### src/rtl/cpu_fetch_pkg.sv
// Shared definitions for the multi-cycle core fetch unit: state encoding,
// instruction size, address alignment mask and the default boot address.
package cpu_fetch_pkg;

    // Fetch FSM states; encoding is fixed so checkers can decode it directly.
    typedef enum logic [1:0] {
        ST_BOOT  = 2'd0,
        ST_FETCH = 2'd1,
        ST_DROP  = 2'd2,
        ST_VALID = 2'd3
    } fetch_state_t;

    localparam int          INSTR_BYTES      = 4;
    localparam logic [31:0] ALIGN_MASK       = 32'hFFFF_FFFC;
    localparam logic [31:0] DEFAULT_RESET_PC = 32'h0000_0000;

    // Force a byte address onto a word boundary.
    function automatic logic [31:0] align_pc(input logic [31:0] addr);
        return addr & ALIGN_MASK;
    endfunction

endpackage

### src/rtl/instr_fetch_multi_cycle.sv
// Fetch initiator for the multi-cycle core.
// Owns the PC, issues word-aligned requests over mem_req/mem_ack, captures the
// returned word into the instruction register and offers it to decode.
//
// Handshakes:
//   memory : a request is outstanding while mem_req=1; it completes in the
//            first cycle mem_ack=1 (possibly the same cycle mem_req rises).
//            mem_addr is held stable until that cycle. mem_ack seen while
//            mem_req=0 is ignored.
//   decode : out_valid=1 offers out_instr/out_pc/out_pc_plus4; the transfer
//            happens on a cycle with out_valid=1, out_ready=1 and no redirect.
//            Until then the offered values do not change and out_valid does
//            not drop unless a redirect kills the instruction.
module instr_fetch_multi_cycle
    import cpu_fetch_pkg::*;
#(
    parameter logic [31:0] RESET_PC = DEFAULT_RESET_PC,
    parameter int          CNT_W    = 32
) (
    input  logic             clk,
    input  logic             rst,
    output logic             mem_req,
    output logic [31:0]      mem_addr,
    input  logic [31:0]      mem_rdata,
    input  logic             mem_ack,
    input  logic             redirect_valid,
    input  logic [31:0]      redirect_pc,
    output logic             out_valid,
    input  logic             out_ready,
    output logic [31:0]      out_instr,
    output logic [31:0]      out_pc,
    output logic [31:0]      out_pc_plus4,
    output logic [CNT_W-1:0] fetch_cnt
);

    fetch_state_t     state_q, state_d;
    logic [31:0]      pc_q, pc_d;
    logic [31:0]      drop_addr_q, drop_addr_d;
    logic [31:0]      instr_q, instr_d;
    logic [31:0]      opc_q, opc_d;
    logic [31:0]      opc4_q, opc4_d;
    logic [CNT_W-1:0] cnt_q, cnt_d;

    logic [31:0]      pc_next_seq;
    logic [31:0]      redirect_tgt;

    assign pc_next_seq  = pc_q + 32'(INSTR_BYTES);
    assign redirect_tgt = align_pc(redirect_pc);

    // While an abandoned request drains, the memory keeps seeing its address;
    // otherwise the address is the PC register. No redirect input reaches it.
    assign mem_addr = (state_q == ST_DROP) ? drop_addr_q : pc_q;

    assign out_instr    = instr_q;
    assign out_pc       = opc_q;
    assign out_pc_plus4 = opc4_q;
    assign fetch_cnt    = cnt_q;

    // State and datapath registers; reset discards any in-flight response.
    always_ff @(posedge clk or posedge rst) begin
        if (rst) begin
            state_q     <= ST_BOOT;
            pc_q        <= RESET_PC;
            drop_addr_q <= 32'h0;
            instr_q     <= 32'h0;
            opc_q       <= 32'h0;
            opc4_q      <= 32'h0;
            cnt_q       <= '0;
        end else begin
            state_q     <= state_d;
            pc_q        <= pc_d;
            drop_addr_q <= drop_addr_d;
            instr_q     <= instr_d;
            opc_q       <= opc_d;
            opc4_q      <= opc4_d;
            cnt_q       <= cnt_d;
        end
    end

    // Next-state, datapath updates and per-state request/valid outputs.
    always_comb begin
        state_d     = state_q;
        pc_d        = pc_q;
        drop_addr_d = drop_addr_q;
        instr_d     = instr_q;
        opc_d       = opc_q;
        opc4_d      = opc4_q;
        cnt_d       = cnt_q;
        mem_req     = 1'b0;
        out_valid   = 1'b0;

        case (state_q)
            ST_BOOT: begin
                state_d = ST_FETCH;
                if (redirect_valid) begin
                    pc_d = redirect_tgt;
                end
            end

            ST_FETCH: begin
                mem_req = 1'b1;
                if (redirect_valid) begin
                    pc_d = redirect_tgt;
                    // A response arriving now is simply not captured; one
                    // still owed must be drained before the next request.
                    if (!mem_ack) begin
                        drop_addr_d = pc_q;
                        state_d     = ST_DROP;
                    end
                end else if (mem_ack) begin
                    instr_d = mem_rdata;
                    opc_d   = pc_q;
                    opc4_d  = pc_next_seq;
                    pc_d    = pc_next_seq;
                    state_d = ST_VALID;
                end
            end

            ST_DROP: begin
                mem_req = 1'b1;
                if (mem_ack) begin
                    state_d = ST_FETCH;
                end
                if (redirect_valid) begin
                    pc_d = redirect_tgt;
                end
            end

            ST_VALID: begin
                out_valid = 1'b1;
                // A redirect kills the offered instruction even if decode
                // is ready in the same cycle.
                if (redirect_valid) begin
                    pc_d    = redirect_tgt;
                    state_d = ST_FETCH;
                end else if (out_ready) begin
                    cnt_d   = cnt_q + CNT_W'(1);
                    state_d = ST_FETCH;
                end
            end

            default: begin
                state_d = ST_BOOT;
            end
        endcase
    end

endmodule
### config.mk
export PLATFORM = sky130hd
export DESIGN_NAME = instr_fetch_multi_cycle
export DESIGN_NICKNAME = d
export VERILOG_FILES = /design/src/rtl/cpu_fetch_pkg.sv /design/src/rtl/instr_fetch_multi_cycle.sv
export SDC_FILE = /design/constraint.sdc
export NUM_CORES = 1
export LEC_CHECK = 0
export ABC_CLOCK_PERIOD_IN_PS = 10500
export CAP_MARGIN = 30
export CORE_MARGIN = 4
export CORE_UTILIZATION = 49
export CTS_BUF_LIST = sky130_fd_sc_hd__clkbuf_16
export CTS_CLUSTER_DIAMETER = 60
export DETAILED_ROUTE_END_ITERATION = 7
export PLACE_DENSITY = 0.89
export SKIP_LAST_GASP = 1
export SLEW_MARGIN = 10
export SYNTH_ARGS = -nofsm -noshare
export SYNTH_HDL_FRONTEND = slang
export SYNTH_SLANG_ARGS = --single-unit
### constraint.sdc
create_clock -name clk -period 10.5 [get_ports clk]
set_input_delay 1.05 -clock clk [delete_from_list [all_inputs] [get_ports clk]]
set_output_delay 1.05 -clock clk [all_outputs]
set_load 0.03 [all_outputs]
==> results of run 1 <==
metal layers:
metal / vias up / GRT usage
li1: 3251 / -
met1: 3310 / 0.291
met3: 28 / 0.0668
met2: 243 / 0.371
met5: - / 0
met4: 0 / 0.0622
worst min-delay path by stage:
| stage | from | to | slack (ps) | depth (start not counted) |
|---|---|---|---|---|
| 2_1_floorplan | drop_addr_q[30] | drop_addr_q[30] | 450 | 2 |
| 3_3_place_gp | out_instr[19] | out_instr[19] | 460 | 2 |
| 3_5_place_dp | out_pc[18] | out_pc[18] | 460 | 2 |
| 4_1_cts | out_instr[20] | out_instr[20] | 480 | 2 |
| 5_1_grt | out_pc[10] | out_pc[10] | 500 | 2 |
| 6_report | out_pc[10] | out_pc[10] | 470 | 2 |
critical path, stage by stage (launching register included):
cell                              delay, ps
sky130_fd_sc_hd__dfrtp_1                410
sky130_fd_sc_hd__inv_1                   80
sky130_fd_sc_hd__ha_2                   780
sky130_fd_sc_hd__mux2_2                 420
sky130_fd_sc_hd__clkdlybuf4s50_1        640
flip-flops by register name, summed over array words and instances (netlist names):
name and flops:
fetch_cnt 32, out_instr 32, drop_addr_q 30, out_pc 30
out_pc_plus4 30, pc_q 30, state_q 2
placed cells by master, fill, tap and decap left out, types with 3 or more instances in the layout:
| cell | n |
|---|---|
| sky130_fd_sc_hd__inv_6 | 3 |
| sky130_fd_sc_hd__ha_1 | 4 |
| sky130_fd_sc_hd__clkbuf_16 | 17 |
| sky130_fd_sc_hd__nand2_1 | 276 |
| sky130_fd_sc_hd__xnor2_1 | 37 |
| sky130_fd_sc_hd__clkdlybuf4s50_1 | 221 |
| sky130_fd_sc_hd__mux2_2 | 58 |
| sky130_fd_sc_hd__inv_1 | 10 |
| sky130_fd_sc_hd__nor2_1 | 21 |
| sky130_fd_sc_hd__clkinvlp_4 | 3 |
| sky130_fd_sc_hd__xor2_1 | 51 |
| sky130_fd_sc_hd__nor3_1 | 8 |
| sky130_fd_sc_hd__and3_1 | 11 |
| sky130_fd_sc_hd__and2_1 | 8 |
| sky130_fd_sc_hd__o21ai_1 | 7 |
| sky130_fd_sc_hd__and4_1 | 5 |
| sky130_fd_sc_hd__buf_4 | 5 |
| sky130_fd_sc_hd__inv_8 | 6 |
| sky130_fd_sc_hd__dfrtp_1 | 186 |
| sky130_fd_sc_hd__nand4_1 | 25 |
| sky130_fd_sc_hd__o21ai_0 | 57 |
| sky130_fd_sc_hd__conb_1 | 6 |
| sky130_fd_sc_hd__nor4_4 | 3 |
| sky130_fd_sc_hd__nand3_1 | 26 |
area by class of cell:
cell class / instances / share of cell area
multi-input cells: 625 / 0.320
flip-flops and latches: 186 / 0.402
repair buffers: 229 / 0.199
clock buffers: 17 / 0.0367
clock inverters: 15 / 0.0135
well taps: 225 / 0.0243
inverters: 11 / 0.00421
power by group:
part           total, W  switching (W)  leakage [nW]  internal (W)
logic           0.00138       0.000805          2.55      0.000572
registers       0.00112       0.000163          2.35      0.000959
clock network  0.000637       0.000300         0.278      0.000337
total           0.00314        0.00127          5.18       0.00187
synth_stat cells (2+ instances only):
master                       n
sky130_fd_sc_hd__dfrtp_1   186
sky130_fd_sc_hd__or2_2       2
sky130_fd_sc_hd__o21ai_0    57
sky130_fd_sc_hd__nand4_1    25
sky130_fd_sc_hd__and3_1     11
sky130_fd_sc_hd__nand2_1   276
sky130_fd_sc_hd__and4_1      5
sky130_fd_sc_hd__o21ai_1     7
sky130_fd_sc_hd__nor2_1     22
sky130_fd_sc_hd__inv_1      11
sky130_fd_sc_hd__clkbuf_1   39
sky130_fd_sc_hd__nor3_1      8
sky130_fd_sc_hd__buf_4      11
sky130_fd_sc_hd__buf_2      14
sky130_fd_sc_hd__xnor2_1    37
sky130_fd_sc_hd__nand3_2     2
sky130_fd_sc_hd__nand2b_1    2
sky130_fd_sc_hd__and2_1      8
sky130_fd_sc_hd__nor4_4      3
sky130_fd_sc_hd__mux2_2     58
sky130_fd_sc_hd__nand3_1    26
sky130_fd_sc_hd__ha_1        5
sky130_fd_sc_hd__xor2_1     51
through the flow:
stage | worst slack, ps | hold WS [ps] | total power, W | std cells
after floorplan | 4390 | 450 | 0.00192 | 888
after global placement | 7060 | 457 | 0.00247 | 1274
after detailed placement | 7120 | 463 | 0.00252 | 1275
after CTS | 6650 | 480 | 0.00316 | 1307
after global routing | 6550 | 498 | 0.00331 | 1308
final | 6700 | 474 | 0.00314 | 1308
cells by family after synthesis:
family | share of synthesized area
multiplexers | 0.0763
buffers and inverters | 0.0409
AND/OR/NAND/NOR | 0.209
AO/OA/AOI/OAI | 0.0422
XOR/XNOR | 0.0887
adder cells (fa/ha/maj) | 0.00720
flip-flops | 0.536
other | 0.000432
==> flow_metrics.tcl, run 1 <==
set metrics [dict create \
    overflow 0 \
    dp_hpwl_mm 15.5 \
    setup_total_negative_slack_ps 0 \
    grt_setup_unrepaired "no" \
    peak_supply_drop_v 0.000188 \
    route.vias.total 6832 \
    yosys_warns 0 \
    post_synth_inst_count 883 \
    area.growth.synth_to_final_pct 33.4 \
    cts_resized 0 \
    viasPerCell 5.22 \
    cellPowerDensity_nw_per_um2 271 \
    yosysSeqAreaShare 0.536 \
    antenna_found_initial 0 \
    placed_cell_area_sq_um 11000 \
    timing.critical_path.to "mem_addr[2]" \
    initial_core_util 0.501 \
    path_clk_slew_ps 70 \
    detailedRoute.firstPassIterationCount 5 \
    drt.antenna.violating_nets 0 \
    status "finished, final reports clean" \
    arrival_ps 2750 \
    vertical_die_dimension_um 141 \
    multi_input_comb_area_sq_um 3710 \
    timing.final.crit_share 0.362 \
    synthTopCellsByArea "sky130_fd_sc_hd__dfrtp_1 54%, sky130_fd_sc_hd__nand2_1 12%, sky130_fd_sc_hd__mux2_2 7.5%, sky130_fd_sc_hd__xor2_1 5.1%, sky130_fd_sc_hd__xnor2_1 3.7%" \
    tightest_slew_ps 909 \
    cts_root_buffer "sky130_fd_sc_hd__clkbuf_16" \
    crit_path_end_kind "output pin" \
    core_area_sq_um 17400 \
    synth_largest_type_area_fraction 0.536 \
    post-synth-top-area-cell "sky130_fd_sc_hd__dfrtp_1" \
    crit_path_max_fanout 33 \
    min_period_ps 3800 \
    drcViolationCount 0 \
    fmaxAchievable_ghz 0.263 \
    tritoncts_num_sinks 186 \
    reg2reg_to "pc_q[30]" \
    tritoncts "yes" \
    synth_ff_type "sky130_fd_sc_hd__dfrtp_1" \
    via_count_of_the_first_global_routing_pass 6873 \
    buffer_ports.inserted 222 \
    insertion_delay_ps 420 \
    crit_path_start_kind "flip-flop" \
    post_cts_hold_buffer_count 0 \
    seq_area_sq_um 4650 \
    synth_async_sr_flop_share 1.00 \
    relSlewSlack 0.394 \
    final_layout_size_suffix_gt1_frac 0.105 \
    route.met3.wl_mm 1.81 \
    finalHoldViolations 0 \
    met2RoutedLength_mm 10.7 \
    postLayoutCoreUtil 0.668 \
    site_row_count 48 \
    grt_max_degree 115 \
    grt_pass1_wl_mm 35.9 \
    die_width_um 141 \
    insertedDiodeCount 0 \
    reg2reg_slack_ps 8000 \
    finalSetupViolCount 0 \
    drt-wirelength-per-cell_um 17.1 \
    syn_area_sq_um 8690 \
    setup.worst_path.start "state_q[0]" \
    die_area_sq_um 19900 \
    max_cap_violation_count 0 \
    drt-total-wl_mm 22.4 \
    number_of_cells_traversed_by_the_worst_register_to_register_path 6 \
    synthesis.area_per_instance_sq_um 9.84 \
    worst_hold_path_type "reg2reg" \
    gp_congestion 0.826 \
    final_net_count 1144 \
    io-pin-count 231 \
    synth.lib_cells_used.distinct 40 \
    top_layer "met4" \
    drt-met1-wl_mm 9.54 \
    post-cts-setup-buffer-count 0 \
    crit_required_ps 9450 \
    synth_enable_flop_cells 0 \
    synth.ff_latch_count 186 \
    final_area_sq_um 11600 \
    criticalPathCategory "reg2out" \
    cts_buffers 17 \
    initialDrtViolationCount 288 \
    fin_worst_skew_ps 8.93 \
    regToRegStartpoint "pc_q[2]" \
    power.leakage_nw 5.18 \
    fillCellCount 1287 \
    htreeDepth 4 \
    gr-usage-all-layers 0.225 \
    timing.final.max_slew_violations 0 \
    max-clock-path-buffers 2 \
]
Note: power is estimated with default switching activity, not from simulation.
==> inputs of run 2 (changes only) <==
ABC_CLOCK_PERIOD_IN_PS = 3500   (was 10500)
CORE_UTILIZATION = 44   (was 49)
PLACE_DENSITY = 0.85   (was 0.89)
clock period = 3.5 ns   (was 10.5 ns; I/O delays follow)
==> run 2 against run 1 <==
  * First-iteration DRC count rose by 15%
  * Cell area grew 0.63%
  * Sequential share of layout area down 0.25 points
  * Flip-flop and latch count stayed put
  * Wire length is 3.3% higher
  * Utilization fell by 6.9 points
  * Non-clock buffer count increased by 2
  * Critical path type unchanged
==> flow_metrics.tcl, run 2 (synthesized netlist as in run 1, its figures left out) <==
set metrics [dict create \
    status "finished, final reports clean" \
    cts_root_buffer "sky130_fd_sc_hd__clkbuf_16" \
    fin_worst_skew_ps 10.4 \
    final_common_cell "sky130_fd_sc_hd__nand2_1" \
    crit_path_max_fanout 33 \
    cts_buffers 17 \
    grt_pass1_wl_mm 36.8 \
    htreeDepth 4 \
    arrival_ps 2730 \
    relSlewSlack 0.388 \
    grt_setup_unrepaired "no" \
    drcViolationCount 0 \
    gp_congestion 0.794 \
    critical_path_buf_inv_count 2 \
    drt-wirelength-per-cell_um 17.1 \
    overflow 0 \
    setup_total_negative_slack_ps 0 \
    post_cts_hold_buffer_count 0 \
    post-cts-setup-buffer-count 0 \
    tritoncts "yes" \
    cellPowerDensity_nw_per_um2 809 \
    io-pin-count 231 \
    timing.final.max_slew_violations 0 \
    cp_slowest_stage_delay_ps 790 \
    route.vias.total 6797 \
    crit_path_start_kind "flip-flop" \
    path_clk_slew_ps 70 \
    crit_path_end_kind "output pin" \
    timing.final.crit_share 0.880 \
    insertion_delay_ps 420 \
    crit_chain "inv_1 -> ha_2 -> mux2_2 -> clkdlybuf4s50_1" \
    via_count_of_the_first_global_routing_pass 6928 \
    antenna_found_initial 1 \
    drt-total-wl_mm 23.1 \
    worst_hold_slack_across_all_endpoints_ps 254 \
    initialDrtViolationCount 330 \
    final_layout_size_suffix_gt1_frac 0.107 \
    initial_core_util 0.446 \
    criticalPathCategory "reg2out" \
    peak_supply_drop_v 0.000470 \
    finalSetupViolCount 0 \
    grt_max_degree 96 \
    dp_hpwl_mm 16.1 \
    final_net_count 1146 \
    cts_resized 0 \
    drt.antenna.violating_nets 0 \
    tightest_slew_ps 919 \
    viasPerCell 5.03 \
    cpMaxStageDelayCell "sky130_fd_sc_hd__ha_2" \
    die_area_sq_um 22100 \
    die_width_um 149 \
    area.growth.synth_to_final_pct 34.2 \
    fmaxAchievable_ghz 0.325 \
    detailedRoute.firstPassIterationCount 5 \
    insertedDiodeCount 0 \
    max-clock-path-buffers 2 \
    min_period_ps 3080 \
    mostFrequentLayoutCells "276 x sky130_fd_sc_hd__nand2_1, 221 x sky130_fd_sc_hd__clkdlybuf4s50_1, 186 x sky130_fd_sc_hd__dfrtp_1, 58 x sky130_fd_sc_hd__mux2_2, 57 x sky130_fd_sc_hd__o21ai_0" \
    site_row_count 51 \
    post_layout_nonfiller_instances 1350 \
    finalHoldViolations 0 \
    worst_hold_path_type "in2async" \
    core_area_sq_um 19500 \
    dp_worst_setup_slack_ps 818 \
    fin_ws_ps 420 \
    gr-usage-all-layers 0.209 \
    power.leakage_nw 5.18 \
    buffer_ports.inserted 222 \
    worst_path_dominant_cell_family "adder cells" \
    fillCellCount 1606 \
    post-place-cells 1318 \
    crit_required_ps 3150 \
    tritoncts_num_sinks 186 \
    vertical_die_dimension_um 149 \
    max_cap_violation_count 0 \
]
-- run 2: metal layers --
metal	vias up	share of wire	global-route usage
li1	3258	-	-
met1	3296	0.43	0.267
met2	209	0.49	0.352
met3	32	0.068	0.0603
met4	2	0.014	0.0536
met5	-	0.00056	0
-- run 2: final timing paths --
path	start	to	slack, ps	cells past startpoint
worst min-delay path	rst	out_pc[5]	250	2
worst max register to register	pc_q[2]	pc_q[30]	1020	6
min in group clk	mem_rdata[1]	out_instr[1]	450	3
worst max-delay path	state_q[0]	mem_addr[2]	420	4
max in group asynchronous	rst	drop_addr_q[15]	2410	3
worst min register to register	fetch_cnt[31]	fetch_cnt[31]	470	1
-- run 2: worst register-to-register path: cells and delay by family, from the launching register on --
family | cells | cell delay [ps]
and+or+nand+nor | 3 | 1110
DFF | 1 | 560
adders and majority gates | 1 | 290
muxes | 1 | 250
xor gates and xnor gates | 1 | 160
-- run 2: through the flow --
| stage | util | power [W] | instance area (sq um) |
|---|---|---|---|
| 4_1_cts | 0.599 | 0.00954 | 11700 |
| 2_1_floorplan | - | 0.00577 | 8710 |
| 5_1_grt | 0.599 | 0.00996 | 11700 |
| 3_3_place_gp | 0.569 | 0.00747 | 11100 |
| 3_5_place_dp | 0.569 | 0.00760 | 11100 |
| 6_report | 0.599 | 0.00943 | 11700 |
-- run 2: cell type report --
class / instances / area (sq um) / share of cell area
repair buffers: 231 / 2330 / 0.200
clock buffers: 17 / 425 / 0.0365
inverters: 11 / 45.0 / 0.00386
well taps: 265 / 332 / 0.0284
flip-flops and latches: 186 / 4650 / 0.399
clock inverters: 15 / 158 / 0.0135
multi-input cells: 625 / 3710 / 0.318
-- run 2: power by group --
part           internal [W]  switching [W]  leakage (nW)
clock               0.00101       0.000902         0.279
combinational       0.00173        0.00242          2.55
sequential          0.00288       0.000491          2.35
total               0.00562        0.00382          5.18
